File: src/rtl/serial_adder_ctrl_if.sv
// Operand/result bundle for the bit-serial adder: requester drives start and operands,
// the adder returns busy/done and the registered sum with carry-out.
interface serial_adder_ctrl_if #(
   parameter int WIDTH = 8
);
   logic             start;
   logic [WIDTH-1:0] a_in;
   logic [WIDTH-1:0] b_in;
   logic             cin;
   logic             busy;
   logic             done;
   logic [WIDTH-1:0] sum;
   logic             cout;

   modport master (
      output start, a_in, b_in, cin,
      input  busy, done, sum, cout
   );

   modport slave (
      input  start, a_in, b_in, cin,
      output busy, done, sum, cout
   );
endinterface

File: src/rtl/serial_adder_ctrl.sv
// Bit-serial adder, LSB first through one full-adder cell; done WIDTH+1 cycles after start.
// No backpressure: start is only sampled in IDLE, requests while busy/done are dropped.
module serial_adder_ctrl #(
   parameter int WIDTH = 8
) (
   input  logic                clk,
   input  logic                rst_n,
   serial_adder_ctrl_if.slave  bus
);
   localparam int CW = (WIDTH > 1) ? $clog2(WIDTH) : 1;
   localparam logic [CW-1:0] LAST = CW'(WIDTH - 1);

   typedef enum logic [1:0] {IDLE, RUN, DONE} state_t;

   state_t           state_q, state_d;
   logic [WIDTH-1:0] a_sh_q, a_sh_d;
   logic [WIDTH-1:0] b_sh_q, b_sh_d;
   logic [WIDTH-1:0] s_sh_q, s_sh_d;
   logic             carry_q, carry_d;
   logic [CW-1:0]    cnt_q, cnt_d;
   logic [WIDTH-1:0] sum_q, sum_d;
   logic             cout_q, cout_d;

   logic fa_a, fa_b, fa_c, s_out, c_out;

   // Full-adder cell fed from the shift-register LSBs and the recirculated carry.
   assign fa_a  = a_sh_q[0];
   assign fa_b  = b_sh_q[0];
   assign fa_c  = carry_q;
   assign s_out = fa_a ^ fa_b ^ fa_c;
   assign c_out = (fa_a & fa_b) | (fa_c & (fa_a ^ fa_b));

   always_comb begin
      state_d = state_q;
      a_sh_d  = a_sh_q;
      b_sh_d  = b_sh_q;
      s_sh_d  = s_sh_q;
      carry_d = carry_q;
      cnt_d   = cnt_q;
      sum_d   = sum_q;
      cout_d  = cout_q;
      case (state_q)
         IDLE: begin
            if (bus.start) begin
               a_sh_d  = bus.a_in;
               b_sh_d  = bus.b_in;
               carry_d = bus.cin;
               cnt_d   = '0;
               state_d = RUN;
            end
         end
         RUN: begin
            s_sh_d  = {s_out, s_sh_q[WIDTH-1:1]};
            a_sh_d  = a_sh_q >> 1;
            b_sh_d  = b_sh_q >> 1;
            carry_d = c_out;
            cnt_d   = cnt_q + CW'(1);
            if (cnt_q == LAST) begin
               sum_d   = {s_out, s_sh_q[WIDTH-1:1]};
               cout_d  = c_out;
               state_d = DONE;
            end
         end
         DONE:    state_d = IDLE;
         default: state_d = IDLE;
      endcase
   end

   always_ff @(posedge clk or negedge rst_n) begin
      if (!rst_n) begin
         state_q <= IDLE;
         a_sh_q  <= '0;
         b_sh_q  <= '0;
         s_sh_q  <= '0;
         carry_q <= 1'b0;
         cnt_q   <= '0;
         sum_q   <= '0;
         cout_q  <= 1'b0;
      end else begin
         state_q <= state_d;
         a_sh_q  <= a_sh_d;
         b_sh_q  <= b_sh_d;
         s_sh_q  <= s_sh_d;
         carry_q <= carry_d;
         cnt_q   <= cnt_d;
         sum_q   <= sum_d;
         cout_q  <= cout_d;
      end
   end

   assign bus.busy = (state_q == RUN);
   assign bus.done = (state_q == DONE);
   assign bus.sum  = sum_q;
   assign bus.cout = cout_q;
endmodule

File: src/flat_wrapper.sv
// flat-port wrapper written by rule: the top's interface ports become plain ports
module serial_adder_ctrl_flat 
#(
   parameter int WIDTH = 8
)
  (clk, rst_n, bus_start, bus_a_in, bus_b_in, bus_cin, bus_busy, bus_done, bus_sum, bus_cout);
  serial_adder_ctrl_if #(.WIDTH(WIDTH)) bus_i ();
  input  logic clk;
  input  logic rst_n;
  input wire logic [$bits(bus_i.start)-1:0] bus_start;
  input wire logic [$bits(bus_i.a_in)-1:0] bus_a_in;
  input wire logic [$bits(bus_i.b_in)-1:0] bus_b_in;
  input wire logic [$bits(bus_i.cin)-1:0] bus_cin;
  output wire logic [$bits(bus_i.busy)-1:0] bus_busy;
  output wire logic [$bits(bus_i.done)-1:0] bus_done;
  output wire logic [$bits(bus_i.sum)-1:0] bus_sum;
  output wire logic [$bits(bus_i.cout)-1:0] bus_cout;
  assign bus_i.start = bus_start;
  assign bus_i.a_in = bus_a_in;
  assign bus_i.b_in = bus_b_in;
  assign bus_i.cin = bus_cin;
  assign bus_busy = bus_i.busy;
  assign bus_done = bus_i.done;
  assign bus_sum = bus_i.sum;
  assign bus_cout = bus_i.cout;
  serial_adder_ctrl #(.WIDTH(WIDTH)) u_core (.clk(clk), .rst_n(rst_n), .bus(bus_i));
endmodule
File: config.mk
export PLATFORM = sky130hd
export DESIGN_NAME = serial_adder_ctrl_flat
export DESIGN_NICKNAME = d
export VERILOG_FILES = /design/src/rtl/serial_adder_ctrl_if.sv /design/src/rtl/serial_adder_ctrl.sv /design/src/flat_wrapper.sv
export SDC_FILE = /design/constraint.sdc
export NUM_CORES = 1
export LEC_CHECK = 0
export ABC_CLOCK_PERIOD_IN_PS = 1900
export BUFFER_PORTS_ARGS = -buffer_cell sky130_fd_sc_hd__buf_2
export CORE_MARGIN = 4
export CORE_UTILIZATION = 51
export CTS_CLUSTER_SIZE = 25
export DETAILED_ROUTE_END_ITERATION = 7
export PLACE_DENSITY_LB_ADDON = 0.12
export SYNTH_ARGS = -nofsm -noshare
export SYNTH_HDL_FRONTEND = slang
export SYNTH_SLANG_ARGS = --single-unit
File: constraint.sdc
create_clock -name clk -period 1.9 [get_ports clk]
set_clock_uncertainty 0.1 [all_clocks]
set_input_delay 0.285 -clock clk [delete_from_list [all_inputs] [get_ports clk]]
set_output_delay 0.285 -clock clk [all_outputs]
set_load 0.02 [all_outputs]
* Word level (Yosys, flattened, before mapping)
Index checks and enable logic that the tools add are counted.
Operators by class: $add $sub $neg 1, equal/unequal tests 5, muxes and demuxes 11, bitwise gates (word level) 5, reductions and logical operators 5
Operator list (number):
- $pmux 8 s2 | 2
- $mux 8 | 2
- $pmux 3 s2 | 1
- $reduce_and 2->1 | 3
- $mux 2 | 2
- $pmux 2 s2 | 1
- $add 3x1->3 const B | 1
- $eq 3x3->1 const B | 1
- $mux 3 | 1
- $and 1x1->1 | 2
- $eq 2x1->1 const B | 1
- $eq 2x2->1 const B | 1
- $logic_not 2->1 | 1
- $ne 2x1->1 const B | 1
- $ne 2x2->1 const B | 1
- $pmux 1 s2 | 1
- $reduce_bool 2->1 | 1
- $xor 1x1->1 | 2
- $mux 1 | 1
- $or 1x1->1 | 1
Word-level totals: register bits 39, input port bits 20, output and inout bits 11, logic and storage cells 35

* Logic depth before layout (Yosys ltp)
depth in word-level cells 4, gate-level depth with buffers 5, gate-level depth less buffers 4

* Worst setup path before layout
No wires, ideal clock.
path type register to register, start point register u_core.cnt_q[0], end point register u_core.cout_q, in the netlist u_core.bus.cout, setup time 0.125 ns, arrival time 1.346 ns, required time 1.675 ns, path slack 0.329 ns, cell stages (with the launch flop) 6, buffers on the path 1, clock period less this slack 1.571 ns, cells stage by stage dfrtp_1 ha_1 ha_1 nand3b_1 buf_2 mux2_2
On the way: cells in the longest elaborated chain, start to end 2
Ends and longest elaborated chain:
- from (decl) | RTL line serial_adder_ctrl.sv:20 | logic [CW-1:0] cnt_q, cnt_d;
- from (signal assigned) | RTL line serial_adder_ctrl.sv:85 | cnt_q <= cnt_d;
- $eq 3x3->1 | RTL line serial_adder_ctrl.sv:58 | if (cnt_q == LAST) begin
- $reduce_and 2->1 (no source line)
- to (signal assigned) | RTL line serial_adder_ctrl.sv:87 | cout_q <= cout_d;
- to (decl) | RTL line serial_adder_ctrl.sv:22 | logic cout_q, cout_d;
No other way between the ends. A chain may end at the register's enable or synchronous reset.

* Worst setup path after layout
start point register u_core.state_q[0], end point output port bus_done
On the way: cells in the longest elaborated chain, start to end 1
Ends and longest elaborated chain:
- from (decl) | RTL line serial_adder_ctrl.sv:15 | state_t state_q, state_d;
- from (signal assigned) | RTL line serial_adder_ctrl.sv:80 | state_q <= state_d;
- $eq 2x2->1 | RTL line serial_adder_ctrl.sv:92 | assign bus.done = (state_q == DONE);
- to (decl) | RTL line flat_wrapper.sv:15 | output wire logic [$bits(bus_i.done)-1:0] bus_done;
No other way between the ends.

==> summary.txt <==
Cells and area
  • Layout area overhead: 20.4%
  • Share of cells above drive strength 1: 41.1%
  • Commonest non-fill, non-tap cells in the layout: dfrtp_1, buf_2, mux2_2
  • Diode count: 0
  • Final std cells w/o fill: 226
  • Nets: 202
  • Commonest non-fill, non-tap cell in the layout: dfrtp_1

Timing
  • Headroom to the max-slew limit: 68.4%
  • Max-slew violations: 0
  • Highest clock rate: 0.586 GHz
  • Final Setup Violations: 0
  • Final TNS setup: 0 ps
  • Tmin final: 1710 ps
  • RSZ-0062 raised after global routing: no
  • Fin crit share: 89.8%
  • Least-Margin Pin Slew: 473 ps
  • Hold Violations, Final: 0

Detailed routing
  • Iteration-0 DRC Markers: 41
  • Vias: 1175
  • DRT antenna net count: 0
  • WL final: 3320 um
  • DRC Markers: 0
  • DR pass1 iterations: 4
  • Vias/cell: 5.20
  • Wire per inst: 14.7 um

Yosys
  • Yosys top cell area share: 53.7%
  • Number of synthesized register bits: 38
  • Syn Nets: 163
  • Netlist cell types: 28
  • Cells after Synth: 140
  • Sequential share of the synthesized area: 53.7%
  • Area leader, netlist: dfrtp_1
  • Synth top area cells: dfrtp_1, mux2_2, nor4b_1
  • Cell Area, Synth: 1770 sq um
  • Synth Area per Inst: 12.6 sq um
  • YS warnings: 0

Floorplan
  • I/O Pins: 31
  • Initial Utilization: 53.1%
  • Core area: 3340 sq um
  • Num rows: 21
  • Die Ht: 66.9 um
  • Chip Width: 66.9 um
  • Die area: 4480 sq um

Clock tree
  • Root buf cell: clkbuf_4
  • TritonCTS buffer count: 5
  • Max Buffers Root-to-Sink: 2
  • CTS tree: yes
  • Clock sink total: 38
  • Clock Pin Slew Worst Setup and Hold Paths: 120 ps
  • H-tree depth: 2
  • Worst skew pair latency: 340 ps

Critical path
  • Worst r2r dst: u_core.bus.sum[2]
  • Startpoint class of the critical path: register
  • CP endpoint kind: output pin
  • FF-to-FF path depth: 5
  • Worst Path Arrival: 1320 ps
  • Data required, critical path: 1510 ps
  • Worst r2r src: u_core.cnt_q[0]
  • R2R setup slack: 280 ps
  • CP Max Fanout: 18
  • Kind of critical path: register to output pin

Global route
  • Largest net degree at the start of global routing: 39
  • Global-route wire length before repair: 5660 um
  • M1 GR Usage: 22.2%
  • Global route overflow: 0
  • Total GRT Usage: 17.1%
  • GR peak layer: met2
  • Vias in the first global route: 1247
  • Grt met2 use: 26.9%
  • Grt met3 use: 5.06%
  • Antenna violations before repair: 0

Placed design
  • DP HPWL: 2260 um
  • I/O Buffers: 30
  • Dpl cells: 211
  • Gp weighted congestion: 0.761

Run
  • Max cap viols: 0

Run status
  • Outcome: finished, final reports clean

Hold path
  • Hold endpoint: u_core.a_sh_q[3]
  • Hold Crit Depth: 3
  • Worst hold start: bus_a_in[3]
  • Worst min-delay path category: input port to register

Pwr
  • Lkg Pwr: 0.993 nW
  • Pwr dens: 1670 nW/um^2
  • VDD IR max: 901 uV
## logic make-up after synthesis
family	after synthesis	share of synthesized area, %
adder cells (fa/ha/maj)	3	2.54
multiplexers	17	10.7
AO/OA/AOI/OAI	22	10.5
flip-flops	38	53.7
buffers and inverters	26	6.85
AND/OR/NAND/NOR	34	15.7
## power by group
group | internal, mW | switching (mW) | leakage [nW] | total, mW
Sequential | 1.20 | 0.236 | 0.443 | 1.44
Clock | 0.446 | 0.263 | 0.0585 | 0.708
Combinational | 0.723 | 0.688 | 0.492 | 1.41
Total | 2.37 | 1.19 | 0.993 | 3.56
## per-layer routing
metal | share of wire [%] | vias up | wire (um)
met3 | 3.4 | 6 | 114
li1 | - | 583 | -
met2 | 48 | 17 | 1580
met1 | 47 | 569 | 1580
met4 | 1.4 | 0 | 47
met5 | 0 | - | 0
## registers in the layout, indices dropped and copies added (netlist names)
name	count
u_core.b_sh_q	8
u_core.state_q	2
u_core.bus.cout	1
u_core.carry_q	1
u_core.cnt_q	3
u_core.a_sh_q	8
u_core.bus.sum	8
u_core.s_sh_q	7
## how the worst max path moves through the flow
stage	end	slack (ps)	startpoint
finish	bus_done	190	u_core.state_q[0]
global route	bus_done	90	u_core.state_q[0]
global placement	u_core.bus.sum[7]	320	u_core.cnt_q[0]
floorplan	u_core.bus.cout	330	u_core.cnt_q[0]
detailed placement	u_core.bus.sum[4]	270	u_core.cnt_q[0]
CTS	bus_busy	70	u_core.state_q[1]
## cell usage after synthesis (all sizes together)
cell type	count
a211o	1
nor4b	12
ha	2
nor3b	12
nand3b	1
mux2	16
a221oi	1
buf	10
a211oi	11
nor2b	1
inv	14
nand2b	3
fa	1
o221a	3
or4b	3
a21oi	1
mux2i	1
nor4bb	2
a22o	2
a21o	1
o21ba	1
clkbuf	2
o21bai	1
dfrtp	38
## through the flow
step	power [mW]	hold WS (ps)	cell area (sq um)	utilization [%]	setup WS [ps]
after floorplan	2.44	-111	1770	-	329
after global placement	2.75	254	1960	58.8	321
after detailed placement	2.81	262	1960	58.8	272
after CTS	3.54	179	2090	62.5	71.6
after global routing	3.83	168	2130	63.9	93.5
final	3.56	183	2130	63.9	194
## cell type report
| cell class | instances | area, sq um |
|---|---|---|
| clock inverter | 2 | 60.1 |
| sequential | 38 | 953 |
| timing repair buffer | 44 | 258 |
| inverter | 14 | 52.6 |
| clock buffer | 6 | 51.3 |
| fill | 290 | 1210 |
| tap | 46 | 57.6 |
| multi-input combinational | 76 | 698 |
## timing repair
| item | 4_1_cts | 5_1_grt |
|---|---|---|
| pin swaps | 0 | 0 |
| hold buffers | 1 | 0 |
| endpoints found under the setup margin | 2 | 2 |
| gates cloned | 0 | 0 |
| resized for setup | 2 | 0 |
| endpoints found under the hold margin | 38 | 0 |
| setup buffers | 0 | 6 |
## critical path, cell delays in order, from the launching register on
cell,delay [ps]
dfrtp_2,490
buf_4,210
nor2b_1,110
buf_2,160
No activity file was read; power rests on OpenSTA's default activity.
